`config.mk`:
```
export PLATFORM = sky130hd
export DESIGN_NAME = sram_arbiter
export DESIGN_NICKNAME = d
export VERILOG_FILES = /design/src/rtl/sram_arbiter.sv
export SDC_FILE = /design/constraint.sdc
export NUM_CORES = 1
export LEC_CHECK = 0
export ABC_AREA = 1
export ABC_CLOCK_PERIOD_IN_PS = 2400
export CAP_MARGIN = 20
export CORE_AREA = 5 5 116 118
export DETAILED_ROUTE_END_ITERATION = 7
export DIE_AREA = 0 0 121 123
export HOLD_SLACK_MARGIN = 0.03
export PLACE_DENSITY = 0.82
export SYNTH_ARGS = -nofsm -noshare
export SYNTH_HDL_FRONTEND = slang
export SYNTH_SLANG_ARGS = --single-unit
```
`constraint.sdc`:
```
create_clock -name clk -period 2.4 [get_ports clk]
set_clock_uncertainty 0.1 [all_clocks]
set_input_delay 0.36 -clock clk [delete_from_list [all_inputs] [get_ports clk]]
set_output_delay 0.36 -clock clk [all_outputs]
set_load 0.005 [all_outputs]
```
`src/rtl/sram_arbiter.sv`:
```
// rtl/sram_arbiter.sv - three-port SRAM arbiter and command sequencer with self-timed read-valid strobe
// Build option: define SRAM_ARB_RR_EN for round-robin arbitration; fixed priority (port 0 > 2 > 1) otherwise.
module sram_arbiter #(
    parameter int ADDR_W = 26,
    parameter int DATA_W = 32
) (
    input  logic              clk,
    input  logic              rst,

    input  logic              sd_req,
    input  logic [ADDR_W-1:0] sd_addr,
    input  logic [DATA_W-1:0] sd_data,
    output logic              sd_gnt,

    input  logic              wb_req,
    input  logic [ADDR_W-1:0] wb_addr,
    input  logic [DATA_W-1:0] wb_data,
    output logic              wb_gnt,

    input  logic              rd_req,
    input  logic [ADDR_W-1:0] rd_addr,
    output logic              rd_gnt,
    output logic              rd_valid,
    output logic [DATA_W-1:0] rd_data,

    output logic              sram_enable,
    output logic              sram_mode,
    output logic              sram_addr_calc_mode,
    output logic [ADDR_W-1:0] sram_address,
    output logic [DATA_W-1:0] sram_sdram_data,
    output logic [DATA_W-1:0] sram_wb_data,
    input  logic [DATA_W-1:0] sram_out_data,

    output logic              busy
);

    localparam logic [1:0] PORT_SD = 2'd0;
    localparam logic [1:0] PORT_WB = 2'd1;
    localparam logic [1:0] PORT_RD = 2'd2;

    logic [2:0]        req;
    logic [2:0]        gnt;
    logic              xfer;
    logic [1:0]        gnt_idx;

    logic [1:0]        last_q,     last_d;
    logic              enable_q,   enable_d;
    logic              mode_q,     mode_d;
    logic              calc_q,     calc_d;
    logic [ADDR_W-1:0] addr_q,     addr_d;
    logic [DATA_W-1:0] sd_data_q,  sd_data_d;
    logic [DATA_W-1:0] wb_data_q,  wb_data_d;
    logic [1:0]        rd_pipe_q,  rd_pipe_d;

    assign req = {rd_req, wb_req, sd_req};

    // Grant is purely combinational so a requester can transfer in the same cycle it asks.
    always_comb begin
        gnt = 3'b000;
        if (!rst) begin
`ifdef SRAM_ARB_RR_EN
            case (last_q)
                PORT_SD: begin
                    if (req[1])      gnt = 3'b010;
                    else if (req[2]) gnt = 3'b100;
                    else if (req[0]) gnt = 3'b001;
                end
                PORT_WB: begin
                    if (req[2])      gnt = 3'b100;
                    else if (req[0]) gnt = 3'b001;
                    else if (req[1]) gnt = 3'b010;
                end
                default: begin
                    if (req[0])      gnt = 3'b001;
                    else if (req[1]) gnt = 3'b010;
                    else if (req[2]) gnt = 3'b100;
                end
            endcase
`else
            if (req[0])      gnt = 3'b001;
            else if (req[2]) gnt = 3'b100;
            else if (req[1]) gnt = 3'b010;
`endif
        end
    end

    assign xfer = |gnt;

    always_comb begin
        gnt_idx = PORT_SD;
        if (gnt[2])      gnt_idx = PORT_RD;
        else if (gnt[1]) gnt_idx = PORT_WB;
    end

    // Non-enable command fields hold between commands; only enable drops on idle cycles.
    always_comb begin
        last_d    = last_q;
        enable_d  = xfer;
        mode_d    = mode_q;
        calc_d    = calc_q;
        addr_d    = addr_q;
        sd_data_d = sd_data_q;
        wb_data_d = wb_data_q;
        rd_pipe_d = {rd_pipe_q[0], gnt[2]};
        if (xfer) begin
            last_d = gnt_idx;
        end
        if (gnt[0]) begin
            mode_d    = 1'b0;
            calc_d    = 1'b1;
            addr_d    = sd_addr;
            sd_data_d = sd_data;
        end
        if (gnt[1]) begin
            mode_d    = 1'b0;
            calc_d    = 1'b0;
            addr_d    = wb_addr;
            wb_data_d = wb_data;
        end
        if (gnt[2]) begin
            mode_d = 1'b1;
            calc_d = 1'b0;
            addr_d = rd_addr;
        end
    end

    always_ff @(posedge clk) begin
        if (rst) begin
            last_q    <= PORT_RD;
            enable_q  <= 1'b0;
            mode_q    <= 1'b0;
            calc_q    <= 1'b0;
            addr_q    <= '0;
            sd_data_q <= '0;
            wb_data_q <= '0;
            rd_pipe_q <= 2'b00;
        end else begin
            last_q    <= last_d;
            enable_q  <= enable_d;
            mode_q    <= mode_d;
            calc_q    <= calc_d;
            addr_q    <= addr_d;
            sd_data_q <= sd_data_d;
            wb_data_q <= wb_data_d;
            rd_pipe_q <= rd_pipe_d;
        end
    end

    assign sd_gnt              = gnt[0];
    assign wb_gnt              = gnt[1];
    assign rd_gnt              = gnt[2];

    assign sram_enable         = enable_q;
    assign sram_mode           = mode_q;
    assign sram_addr_calc_mode = calc_q;
    assign sram_address        = addr_q;
    assign sram_sdram_data     = sd_data_q;
    assign sram_wb_data        = wb_data_q;

    // The SRAM's own valid flag is sticky across a following write, so validity comes from our pipeline.
    assign rd_valid            = rd_pipe_q[1];
    assign rd_data             = sram_out_data;
    assign busy                = enable_q | (|rd_pipe_q);

endmodule

```
==> flow_summary.toml <==
[die]
io-pin-count = 309
design.core.area_sq_um = 12400
rows = 41
die-height_um = 123
chipWidth_um = 121
initial_utilization_pct = 34.8
area_enclosed_by_the_die_boundary_sq_um = 14900

[clocking]
clock_latency_reported_for_the_late_side_of_the_worst_skew_pair_ps = 340
clock_buffer_count_from_cts = 9
cts-resized-gates = 0
cts_root_buffer = "clkbuf_16"
worst_setup_hold_path_clk_slew_ps = 60
cts_hold_buf = 0
tritoncts = "built"
htree_num_levels = 3
post_cts_buffers = 0
clock_sink_count = 95
cts-root-to-sink-buffers = 2

[global_routing]
number_of_global_route_vias_before_repair = 4468
first_pass_grt_wire_length_um = 22900
grt_antenna_before_repair = 0
track_usage_pct = 19.4
grt_max_degree = 53
grt-ovfl-total = 0

[cells_and_area]
fill_cells = 1146
finalNetCount = 983
area_overhead_of_the_layout_relative_to_synthesis_pct = 62.3
stdcell_area_sq_um = 6990
post_route_cells_drive_above_1_share_pct = 4.94
antenna_fix_cells = 0

[sta]
final_min_period_over_clock_period_pct = 94.0
worst_pin_slew_ps = 545
maximum_clock_frequency_ghz = 0.443
timing.final.crit_period_ps = 2260
max-slew-margin-rel_pct = 63.7
endpoints_failing_setup = 0
rsz0062_at_grt = "no"
finalMaxSlewViolations = 0
tns_ps = 0
number_of_hold_violations_in_the_final_report = 0

[power_and_ir_drop]
leakage_nw = 3.20
max-vdd-ir-drop_uv = 467
power_density_nw_per_um2 = 604

[drt]
uppermost_layer_routed = "met4"
route.met2.wl_um = 7010
metal3_wl_um = 1420
total_routed_length_um = 15100
firstDrtPassIters = 4
via_count_normalized_by_instance_count = 4.67
routedWlPerCell_um = 15.4
post_detailed_route_drc_marker_count = 0
num_vias = 4585
drt_first_iter_violations = 335
wl_met1_um = 6170
ant_nets = 0

[setup_path]
crit_path_max_fanout = 4
critical_path.startpoint_type = "primary input"
timing_worst_setup_path_type = "in -> out"
critical_path_arrival_ps = 1800
worst_setup_path_end_kind = "output pin"
data_required_time_at_the_worst_endpoint_ps = 1940

[synthesis]
yosysUniqueCellTypes = 22
synth.ff_latch_count = 95
mappedNetlistNets = 785
yosysWarningCount = 0
yosysSeqAreaShare_pct = 44.1
syn-instance-count = 606
synth.avg_cell_area_sq_um = 7.11
synth_area_sq_um = 4310

[worst_hold_path]
timing.hold.worst.class = "reg -> reg"

[placement]
gp_congestion = 0.775
hpwlAfterDp_um = 10800
io_buffers = 244
placedInstanceArea_sq_um = 6640

[status]
run_status = "completed"

[job]
max_cap_viols = 0
-- layer usage --
metal	up-vias	global-route usage, %
li1	2295	-
met1	2052	22.7
met2	195	31.4
met3	43	7.04
met4	0	9.77
met5	-	0
-- stage by stage --
step	cells	worst slack, ps	hold slack, ps	utilization (%)	power [mW]
2_1_floorplan	606	978	310	-	2.08
3_3_place_gp	965	134	344	53.7	2.57
3_5_place_dp	965	125	342	53.7	2.58
4_1_cts	981	115	351	56.5	4.26
5_1_grt	981	53.8	388	56.5	4.41
6_report	981	143	348	56.5	4.22
-- area by class of cell --
| class | instances | area, sq um | area share [%] |
|---|---|---|---|
| clock buffer | 11 | 243 | 3.47 |
| multi-input combinational | 375 | 1720 | 24.6 |
| inverter | 64 | 243 | 3.47 |
| sequential | 95 | 1900 | 27.2 |
| timing repair buffer | 259 | 2570 | 36.7 |
| clock inverter | 5 | 104 | 1.49 |
| tap | 172 | 215 | 3.08 |
-- Yosys cell counts --
| cell type | count | area (sq um) |
|---|---|---|
| nand3_2 | 1 | 10.0 |
| inv_2 | 2 | 7.51 |
| buf_1 | 1 | 3.75 |
| inv_1 | 61 | 229 |
| o2111a_1 | 1 | 11.3 |
| nor2_8 | 1 | 20.0 |
| nand4_1 | 6 | 37.5 |
| buf_6 | 3 | 33.8 |
| nor2_1 | 80 | 300 |
| inv_4 | 1 | 6.26 |
| nand2_2 | 2 | 12.5 |
| nor2_4 | 1 | 11.3 |
| dfxtp_1 | 95 | 1900 |
| a22oi_1 | 20 | 150 |
| clkbuf_1 | 18 | 67.6 |
| buf_2 | 12 | 60.1 |
| buf_4 | 38 | 285 |
| nand3_1 | 64 | 320 |
| o21ai_0 | 40 | 200 |
| o21ai_1 | 1 | 5.00 |
| a21oi_1 | 33 | 165 |
| nand2_1 | 125 | 469 |
-- worst paths after layout --
check                  start              end  slack, ps  cells past startpoint
min             rd_pipe_q[0]     rd_pipe_q[1]        350                      2
max                   rd_req           wb_gnt        140                      5
max reg2reg  sram_address[0]  sram_address[0]       1610                      2
min reg2reg     rd_pipe_q[0]     rd_pipe_q[1]        350                      2
-- critical path: stages --
cell	delay [ps]
clkdlybuf4s50_1	500
nor2_4	150
nand3_2	120
inv_2	90
clkdlybuf4s50_1	560
-- power breakdown --
part | internal (mW) | leakage, nW | total (mW) | switching, mW
Clock | 1.05 | 0.170 | 1.67 | 0.625
Combinational | 0.495 | 2.24 | 0.806 | 0.310
Sequential | 1.69 | 0.785 | 1.74 | 0.0540
Total | 3.23 | 3.20 | 4.22 | 0.989
-- placed cells by master, fill, tap and decap left out, types with 2 or more instances in the layout --
cell / synthesis / routed
a22oi_1: 20 / 20
nand2_2: 2 / 2
o21ai_0: 40 / 40
clkbuf_16: 0 / 9
nand2_1: 125 / 125
nand3_1: 64 / 64
dfxtp_1: 95 / 95
buf_4: 38 / 14
nand4_1: 6 / 6
clkdlybuf4s50_1: 0 / 244
inv_1: 61 / 60
a21oi_1: 33 / 33
bufinv_16: 0 / 3
inv_2: 2 / 3
nor2_1: 80 / 80
-- state kept, by name, summed over array words and instances (netlist names) --
register / flops
sram_address: 26
sram_enable: 1
sram_wb_data: 32
sram_addr_calc_mode: 1
sram_sdram_data: 32
sram_mode: 1
rd_pipe_q: 2
-- cells by family (layout without fill, tap and decap cells) --
kind of cell | after synthesis | in the layout | synth area share (%)
simple gates | 280 | 280 | 27.4
buf+inv | 136 | 339 | 16.1
compound gates | 95 | 95 | 12.3
flops | 95 | 95 | 44.1
No activity file was read; power rests on OpenSTA's default activity.
